$ cat src/rtl/tsqr_r_drain.sv
// Tags the TSQR R-factor stream with (row, col, last), buffers it in a FWFT FIFO and counts emitted tiles.
// Latency: accept -> head visible next cycle; ingress stalls while the FIFO is full, with no pass-through.
module tsqr_r_drain #(
  parameter int BW         = 64,
  parameter int COL_NO     = 2,
  parameter int FIFO_DEPTH = 8,
  parameter int IDX_W      = 8
) (
  input  logic             clock,
  input  logic             reset,
  input  logic             io_en,
  input  logic [31:0]      io_mx_no,
  input  logic             io_r_vld,
  input  logic [BW-1:0]    io_r_0,
  output logic             io_r_rdy,
  output logic [BW-1:0]    io_out_data,
  output logic [IDX_W-1:0] io_out_row,
  output logic [IDX_W-1:0] io_out_col,
  output logic             io_out_last,
  output logic             io_out_vld,
  input  logic             io_out_rdy,
  output logic [31:0]      io_tile_cnt,
  output logic             io_busy,
  output logic             io_done,
  output logic             io_ovf
);

  localparam int AW = $clog2(FIFO_DEPTH);
  localparam logic [IDX_W-1:0] LAST_IDX = IDX_W'(COL_NO - 1);

  typedef enum logic [1:0] {IDLE, RUN, FLUSH, DONE} state_t;

  typedef struct packed {
    logic [BW-1:0]    data;
    logic [IDX_W-1:0] row;
    logic [IDX_W-1:0] col;
    logic             last;
  } elem_t;

  state_t state, state_nxt;
  logic   start;

  elem_t mem [FIFO_DEPTH];
  elem_t head;
  logic [AW:0] wr_ptr, rd_ptr, occ;
  logic fifo_empty, fifo_full, fifo_one;
  logic push, pop;

  logic [IDX_W-1:0] row, col;
  logic             is_last;
  logic [31:0]      mx_lat, in_tiles, tile_cnt;
  logic             ovf;

  // Extra pointer MSB makes the difference an exact occupancy count.
  assign occ        = wr_ptr - rd_ptr;
  assign fifo_empty = (occ == '0);
  assign fifo_full  = (occ == (AW+1)'(FIFO_DEPTH));
  assign fifo_one   = (occ == (AW+1)'(1));

  assign io_r_rdy = (state == RUN) && !fifo_full;
  assign push     = io_r_vld && io_r_rdy;
  assign pop      = io_out_vld && io_out_rdy;
  assign is_last  = (row == LAST_IDX) && (col == LAST_IDX);

  // Head fields read zero while empty so every output is quiet after reset.
  assign head        = fifo_empty ? '0 : mem[rd_ptr[AW-1:0]];
  assign io_out_vld  = !fifo_empty;
  assign io_out_data = head.data;
  assign io_out_row  = head.row;
  assign io_out_col  = head.col;
  assign io_out_last = head.last;

  assign io_tile_cnt = tile_cnt;
  assign io_busy     = (state == RUN) || (state == FLUSH);
  assign io_done     = (state == DONE);
  assign io_ovf      = ovf;

  always_comb begin
    state_nxt = state;
    start     = 1'b0;
    case (state)
      IDLE: begin
        if (io_en) begin
          start     = 1'b1;
          state_nxt = (io_mx_no != '0) ? RUN : DONE;
        end
      end
      RUN: begin
        if (push && is_last && (in_tiles == mx_lat - 32'd1)) state_nxt = FLUSH;
      end
      FLUSH: begin
        if (fifo_empty || (fifo_one && pop)) state_nxt = DONE;
      end
      DONE: begin
        if (!io_en) state_nxt = IDLE;
      end
      default: state_nxt = IDLE;
    endcase
  end

  always_ff @(posedge clock) begin
    if (!reset) begin
      state    <= IDLE;
      wr_ptr   <= '0;
      rd_ptr   <= '0;
      row      <= '0;
      col      <= '0;
      mx_lat   <= '0;
      in_tiles <= '0;
      tile_cnt <= '0;
      ovf      <= 1'b0;
    end else begin
      state <= state_nxt;
      if (start) begin
        mx_lat   <= io_mx_no;
        in_tiles <= '0;
        tile_cnt <= '0;
        row      <= '0;
        col      <= '0;
        ovf      <= 1'b0;
      end else begin
        if (io_r_vld && (state != RUN)) ovf <= 1'b1;
        if (push) begin
          wr_ptr <= wr_ptr + (AW+1)'(1);
          // Row-major walk of the upper triangle; the next row starts on its diagonal.
          if (is_last) begin
            row      <= '0;
            col      <= '0;
            in_tiles <= in_tiles + 32'd1;
          end else if (col == LAST_IDX) begin
            row <= row + IDX_W'(1);
            col <= row + IDX_W'(1);
          end else begin
            col <= col + IDX_W'(1);
          end
        end
        if (pop) begin
          rd_ptr <= rd_ptr + (AW+1)'(1);
          if (head.last && (tile_cnt != mx_lat)) tile_cnt <= tile_cnt + 32'd1;
        end
      end
    end
  end

  always_ff @(posedge clock) begin
    if (push) mem[wr_ptr[AW-1:0]] <= '{data: io_r_0, row: row, col: col, last: is_last};
  end

endmodule

$ cat config.mk
export PLATFORM = sky130hd
export DESIGN_NAME = tsqr_r_drain
export DESIGN_NICKNAME = d
export VERILOG_FILES = /design/src/rtl/tsqr_r_drain.sv
export SDC_FILE = /design/constraint.sdc
export NUM_CORES = 1
export LEC_CHECK = 0
export CORE_MARGIN = 2
export CORE_UTILIZATION = 36
export CTS_BUF_LIST = sky130_fd_sc_hd__clkbuf_4 sky130_fd_sc_hd__clkbuf_8
export CTS_CLUSTER_SIZE = 28
export DETAILED_ROUTE_END_ITERATION = 10
export PLACE_DENSITY_LB_ADDON = 0.3
export REMOVE_ABC_BUFFERS = 1
export SETUP_SLACK_MARGIN = 0.05
export SYNTH_ARGS = -nofsm -noshare
export SYNTH_HDL_FRONTEND = slang
export SYNTH_SLANG_ARGS = --single-unit
$ cat constraint.sdc
create_clock -name clock -period 23.4 [get_ports clock]
set_input_delay 3.51 -clock clock [delete_from_list [all_inputs] [get_ports clock]]
set_output_delay 3.51 -clock clock [all_outputs]
set_load 0.005 [all_outputs]
-- Yosys cells after proc, flatten, opt, wreduce, memory -nomap -nowiden
Memories as Yosys holds them, arrays and structs flattened. A register that Yosys moved wholly into a read port is not among the register bits.
Index checks and enable logic that the tools add are counted.
- add/subtract/negate cells: 8
- equality and inequality tests: 14
- multiplexer cells: 17
- bitwise logic cells: 2
- reductions and logical operators: 24
- operators by type and width (cell ; count):
    $mux W81 ; 1
    $add A32 B1 Y32 const B ; 2
    $eq A32 B32 Y1 ; 1
    $mux W8 ; 4
    $ne A32 B32 Y1 ; 1
    $reduce_bool A32 Y1 ; 1
    $sub A32 B1 Y32 const B ; 1
    $add A8 B1 Y8 const B ; 2
    $eq A8 B1 Y1 const B ; 2
    $mux W2 ; 5
    $reduce_and A2 Y1 ; 5
    $logic_and A1 B1 Y1 ; 9
    $add A4 B1 Y4 const B ; 2
    $pmux W2 S4 ; 1
    $mux W3 ; 2
    $ne A2 B1 Y1 const B ; 3
    $eq A2 B2 Y1 const B ; 2
    $eq A4 B1 Y1 const B ; 1
    $eq A4 B4 Y1 const B ; 1
    $logic_not A4 Y1 ; 1
    $mux W1 ; 4
    $ne A2 B2 Y1 const B ; 2
    $reduce_and A4 Y1 ; 1
    $sub A4 B4 Y4 ; 1
    other kinds (7) ; 10
- flip-flop bits (word level): 123
- bits in writable memories: 648
- bits of input ports: 101
- output and inout port bits: 118
- logic and storage cells: 75
- memories: 1
- memories (name ; words ; width ; rd ports ; clocked after memory_dff ; write ports ; line ; source):
    mem ; 8 ; 81 ; 1 ; 1 ; 1 ; 43 ; elem_t mem [FIFO_DEPTH];

-- Longest topological paths before layout
Gate-level depths: netlist of run 1.
- depth in word-level cells: 9
- depth in mapped cells: 12
- depth with buffers taken out: 11

-- Least setup slack after synthesis of run 1
No wires, ideal clock.
- path kind: input -> register
- start: in io_r_vld
- end: mem mem[0][0] in the netlist's numbering (enable)
- library setup time: 0.719 ns
- arrival: 11.537 ns
- data required time: 22.681 ns
- slack: 11.143 ns
- cell stages on the path: 3
- path buffers: 1
- cell sequence: nand2_1 > clkbuf_1 > nor4_1
- word-level cells in the longest chain between the ends: 3
- ends and longest elaborated chain (item ; line ; source):
    from (decl) ; 13 ; input logic io_r_vld,
    $logic_and A1 B1 Y1 ; 61 ; assign push = io_r_vld && io_r_rdy;
    $mux W1 ; 146 ; if (push) mem[wr_ptr[AW-1:0]] <= '{data: io_r_0, row: row, col: col, last: is_last};
    $mux W1 (not written as such) ; 146 ;
    to (decl) ; 43 ;
No other way between the ends.

-- Worst setup path in the final report of run 1
- start: reg wr_ptr[0]
- end: out io_out_last
- word-level cells in the longest chain between the ends: 3
- ends and longest elaborated chain (item ; line ; source):
    from (decl) ; 45 ; logic [AW:0] wr_ptr, rd_ptr, occ;
    from (signal assigned) ; 124 ; wr_ptr <= wr_ptr + (AW+1)'(1);
    $sub A4 B4 Y4 ; 55 ; assign occ = wr_ptr - rd_ptr;
    $logic_not A4 Y1 ; 56 ; assign fifo_empty = (occ == '0);
    $mux W81 ; 66 ; assign head = fifo_empty ? '0 : mem[rd_ptr[AW-1:0]];
    to (decl) ; 19 ; output logic io_out_last,
No other way between the ends.

==> results.json, run 1 <==
{
  "drtPass1Iterations": 5,
  "die_h_um": 301.7,
  "rsz0062_at_grt": "false",
  "clock_latency_ns": 0.79,
  "ys_ff_latch": 774,
  "crit_fanout": 56,
  "htreeDepth": 4,
  "syn_inst": 1968,
  "clockPowerShare_pct": 33.4,
  "num_vias": 17950,
  "gp_congestion": 0.7950,
  "cts_root_buffer": "clkbuf_8",
  "synth_flop_cell": "edfxtp_1",
  "drt_wl_total_um": 74910,
  "vdd_drop_max_mv": 0.05872,
  "syn_to_final_growth_pct": 19.21,
  "drv_cap": 0,
  "fp.coreArea_um2": 88100,
  "ios": 219,
  "async_flop_share_pct": 0,
  "outcome": "finished clean",
  "synth_warnings": 0,
  "n_fill_cell": 7905,
  "cts_resized": 0,
  "row_count": 109,
  "seqPwrFrac_pct": 44.4,
  "layout.nets": 2363,
  "fmax_mhz": 120.6,
  "grt_use_met3_pct": 3.674,
  "required_ns": 19.89,
  "yosysMostFrequentCell": "edfxtp_1",
  "finalCriticalPeriod_ns": 8.292,
  "syn_area_per_cell_um2": 16.21,
  "combPwrFrac_pct": 22.2,
  "synth_top_area_share_pct": 61.01,
  "cts_tree": "yes",
  "final_layout_size_suffix_gt1_share_pct": 17.97,
  "arrival_ns": 4.78,
  "grt_pass1_vias": 18690,
  "start_kind": "register",
  "ys_seq_area_share_pct": 68.92,
  "dp_hpwl_um": 43740,
  "crit_path_end_kind": "primary output",
  "period_share_pct": 35.44,
  "viasPerCell": 5.114,
  "synth_cell_types": 63,
  "drv_slew": 0,
  "syn_area_um2": 31890,
  "antenna_found_initial": 2,
  "port_buffers": 218,
  "fin_tns_setup_ns": 0,
  "top_usage_layer": "met2",
  "utilization_pct": 43.15,
  "finalClockSkew_ns": 0.03439,
  "cts_buffer_depth": 3,
  "p_per_area_nw_per_um2": 94.08,
  "grt_max_degree": 73,
  "finalPower_uw": 3577,
  "synth-edff-count": 648,
  "postCtsHoldBufs": 0,
  "drt_iter0_markers": 1145,
  "tightest_slew_ns": 1.124,
  "hold_violations": 0,
  "synthTopCellsByArea": "edfxtp_1 61%, mux4_2 11%, dfxtp_1 7.9%",
  "synth_largest_area_cell": "edfxtp_1",
  "clk_pin_slew_ns": 0.06,
  "dieWidth_um": 301.7,
  "cts_setup_buffers": 0,
  "p_int_uw": 2599,
  "grt_pass1_wl_um": 112800,
  "critPathKind": "register to primary output",
  "p_leak_uw": 0.01173,
  "overflow": 0,
  "use_met2_pct": 27.29,
  "wl_per_cell_um": 21.34,
  "initial_core_util_pct": 36.20,
  "multi_input_area_um2": 9445,
  "hp-class": "register to register",
  "grtUsageMet1_pct": 21.66,
  "postRouteAntennaNets": 0,
  "seqCellArea_um2": 21990,
  "swShare_pct": 27.33,
  "cts.sinks": 774,
  "dieArea_um2": 90990,
  "cts_inserted_buffers": 133,
  "drcViolationCount": 0,
  "synthTopCellsByCount": "648 x edfxtp_1, 185 x nor2_1, 162 x mux4_2",
  "setup_violations": 0,
  "grt_use_total_pct": 16.51,
  "slew_headroom_pct": 25.07,
  "p_switching_uw": 977.5
}
==> worst paths after layout <==
check        depth (start not counted)                    from                  end  slack [ns]
max                                  9  wr_ptr[0]$_SDFFE_PN0P_          io_out_last       15.11
min                                  2     io_ovf$_SDFFE_PP0P_  io_ovf$_SDFFE_PP0P_        0.51
max reg2reg                         10  wr_ptr[0]$_SDFFE_PN0P_  mem[3][7]$_DFFE_PP_       18.68
min reg2reg                          2     io_ovf$_SDFFE_PP0P_  io_ovf$_SDFFE_PP0P_        0.51
==> power by group through the flow <==
stage	registers, µW	logic (µW)	clock network, µW
after detailed placement	1620	811	0
after global routing	1590	865	1290
final	1590	796	1190
after CTS	1590	814	1230
after global placement	1610	799	0
after floorplan	1640	446	0
==> final cells by class <==
cell class / count / share of cell area [%]
clock buffers: 174 / 5.789
repair buffers: 247 / 6.312
well taps: 1165 / 3.834
flip-flops and latches: 774 / 57.84
multi-input cells: 1058 / 24.84
inverters: 31 / 0.3061
clock inverters: 59 / 1.060
diodes: 2 / 0.01316
==> routing by layer <==
| layer | routed length (µm) | vias up | share of wire (%) |
|---|---|---|---|
| li1 | - | 8157 | - |
| met1 | 32850 | 9146 | 44 |
| met2 | 36770 | 533 | 49 |
| met3 | 3764 | 114 | 5.0 |
| met4 | 1522 | 0 | 2.0 |
| met5 | 0 | - | 0 |
==> kinds of logic (layout without fill, tap and decap cells) <==
group / Yosys count / after routing / share of synthesized area (%)
buf+inv: 136 / 511 / 1.663
compound gates: 120 / 120 / 2.420
mux: 253 / 253 / 14.31
simple gates: 526 / 526 / 8.097
other cells: 0 / 2 / 0
fa+ha+maj: 17 / 17 / 0.6904
flops: 774 / 774 / 68.92
xor+xnor: 142 / 142 / 3.899
==> critical path: stages (launching register included) <==
cell,delay (ns)
dfxtp_1,0.51
inv_1,0.13
ha_1,0.26
fa_1,0.39
xor2_1,0.25
nand3_1,0.19
a21oi_4,0.76
buf_4,0.71
nor2_1,0.23
clkdlybuf4s50_1,0.55
==> cell usage in the layout, fill, tap and decap left out, types with 33 or more instances in the layout <==
| cell | Yosys | layout |
|---|---|---|
| a21boi_0 | 33 | 33 |
| clkbuf_8 | 0 | 143 |
| clkdlybuf4s50_1 | 0 | 218 |
| dfxtp_1 | 126 | 123 |
| edfxtp_1 | 648 | 648 |
| mux2i_1 | 90 | 90 |
| mux4_2 | 162 | 162 |
| nand2_1 | 120 | 119 |
| nand3_1 | 38 | 38 |
| nor2_1 | 185 | 182 |
| xnor2_1 | 102 | 102 |
| xor2_1 | 40 | 40 |
==> flip-flops by register name, indices dropped and copies added (netlist names), named ones only <==
name	count
rd_ptr	4
io_tile_cnt	32
wr_ptr	4
row	8
col	8
mem	648
in_tiles	32
mx_lat	32
io_ovf	1
state	2
==> through the flow <==
stage	hold slack [ns]	instances	setup WS, ns	cell area (µm²)
2_1_floorplan	0.4604	1863	11.16	31480
3_5_place_dp	0.4984	3275	15.74	35410
6_report	0.5145	3510	15.11	38020
4_1_cts	0.5190	3508	14.86	38020
3_3_place_gp	0.4834	3275	15.77	35410
5_1_grt	0.5367	3510	14.66	38020
(Power assumes the default switching activity.)
==> run 2: changes to the inputs <==
==> constraint.sdc (replaced) <==
create_clock -name clock -period 8.3 [get_ports clock]
set_input_delay 1.245 -clock clock [delete_from_list [all_inputs] [get_ports clock]]
set_output_delay 1.245 -clock clock [all_outputs]
set_load 0.005 [all_outputs]
==> run 2 against run 1 <==
Wire length fell by 0.29%. Clock-buffer cell count rose by 1. Global-route usage rose by 0.079 points. Critical path depth did not move. Largest power group unchanged. Critical endpoint is now io_out_data[29]. Die area did not move. Sequential share of layout area barely moved. Non-clock buffer count fell by 2. First-iteration DRC count rose by 9.9%.
==> results.json, run 2 (synthesis results as in run 1) <==
{
  "finalClockSkew_ns": 0.05645,
  "worst_hold_startpoint": "io_ovf$_SDFFE_PP0P_",
  "n_fill_cell": 7901,
  "cts_tree": "yes",
  "final_common_cell": "edfxtp_1",
  "grt_use_total_pct": 16.59,
  "final_cell_mix": "648 x edfxtp_1, 218 x clkdlybuf4s50_1, 182 x nor2_1",
  "vdd_drop_max_mv": 0.1615,
  "die_h_um": 301.7,
  "cp-startpoint": "wr_ptr[0]$_SDFFE_PN0P_",
  "period_share_pct": 72.17,
  "postRouteAntennaNets": 0,
  "rsz0062_at_grt": "false",
  "fmax_mhz": 166.9,
  "drcViolationCount": 0,
  "htreeDepth": 4,
  "cts_root_buffer": "clkbuf_8",
  "wl_per_cell_um": 21.30,
  "port_buffers": 218,
  "antenna_found_initial": 1,
  "crit_fanout": 58,
  "viasPerCell": 5.144,
  "grt_max_degree": 91,
  "final_layout_size_suffix_gt1_share_pct": 17.98,
  "clock_latency_ns": 0.79,
  "initial_core_util_pct": 36.20,
  "dieArea_um2": 90990,
  "crit_path_end_kind": "primary output",
  "arrival_ns": 4.74,
  "cts_buffer_depth": 3,
  "whs_path_depth": 2,
  "hp-class": "register to register",
  "hold_violations": 0,
  "grt_pass1_vias": 19180,
  "dp_hpwl_um": 42520,
  "ios": 219,
  "finalCriticalPeriod_ns": 5.990,
  "fp.coreArea_um2": 88100,
  "gp_congestion": 0.8200,
  "r2r_cells": 10,
  "hold_slack_ns": 0.5219,
  "required_ns": 7.05,
  "layout.nets": 2360,
  "largest_reg_flops": 648,
  "drt_wl_total_um": 74690,
  "slew_headroom_pct": 23.37,
  "p_per_area_nw_per_um2": 264.9,
  "start_kind": "register",
  "cts_inserted_buffers": 132,
  "syn_to_final_growth_pct": 19.23,
  "num_vias": 18040,
  "overflow": 0,
  "clk_pin_slew_ns": 0.06,
  "r2r-start": "wr_ptr[0]$_SDFFE_PN0P_",
  "drv_cap": 0,
  "dieWidth_um": 301.7,
  "tightest_slew_ns": 1.149,
  "grt_pass1_wl_um": 113900,
  "r2r_end": "mem[0][61]$_DFFE_PP_",
  "row_count": 109,
  "drt_iter0_markers": 1258,
  "r2r_slack_ns": 3.79,
  "p_leak_uw": 0.01175,
  "cts_resized": 0,
  "setup_violations": 0,
  "worstHoldEndpoint": "io_ovf$_SDFFE_PP0P_",
  "utilization_pct": 43.16,
  "critPathKind": "register to primary output",
  "outcome": "finished clean",
  "postCtsHoldBufs": 0,
  "cts_setup_buffers": 0,
  "drv_slew": 0,
  "cts.sinks": 774,
  "drtPass1Iterations": 5
}
==> run 2: cell count changes in the layout (fill, tap and decap cells not counted), sizes merged <==
cell      change
buf           -2
clkbuf        +1
clkinv        +4
clkinvlp      -5
diode         -1
==> run 2: per-stage QoR <==
step                      power [µW]  std cells  setup TNS (ns)  cell area (µm²)  setup WS [ns]
after floorplan                 5878       1863         -236.44            31480         -2.155
after global placement          6798       3273               0            35410          3.303
after detailed placement        6833       3273               0            35410          3.160
after CTS                      10240       3506               0            38020          2.212
after global routing           10580       3507               0            38030          1.971
final                          10070       3507               0            38030          2.310
==> run 2: metal layers <==
metal,up-vias,track usage (%),share of wire [%]
met2,508,27.58,49
met4,0,5.481,2.3
met3,128,3.480,5.2
li1,8151,-,-
met5,-,0,0
met1,9252,21.68,43
==> run 2: power by group <==
group	internal, µW	switching, µW	leakage (µW)
Clock	1830	1540	0.00138
Combinational	1160	1090	0.00347
Sequential	4340	131	0.00690
==> run 2: cell type report <==
cell class              instances  area, µm²  area share (%)
diodes                          1      2.502        0.006581
flip-flops and latches        774      21990           57.83
clock buffers                 175       2177           5.725
repair buffers                245       2397           6.304
well taps                    1165       1458           3.833
clock inverters                58      437.9           1.152
inverters                      31      116.4          0.3060
multi-input cells            1058       9445           24.84
==> run 2: how the worst max path moves through the flow <==
stage	endpoint	slack (ns)	cells past startpoint
2_1_floorplan	mem[0][0]$_DFFE_PP_	-2.16	8
6_report	io_out_data[29]	2.31	9
5_1_grt	io_out_data[52]	1.97	9
4_1_cts	io_out_data[52]	2.21	9
3_3_place_gp	io_out_data[55]	3.30	9
3_5_place_dp	io_out_data[52]	3.16	9
==> run 2: critical path, cell delays in order (launching register included) <==
cell	delay, ns
dfxtp_1	0.49
inv_1	0.13
ha_1	0.25
fa_1	0.38
xor2_1	0.27
nand3_1	0.19
a21oi_4	0.83
buf_4	0.64
nor2_1	0.13
clkdlybuf4s50_1	0.48
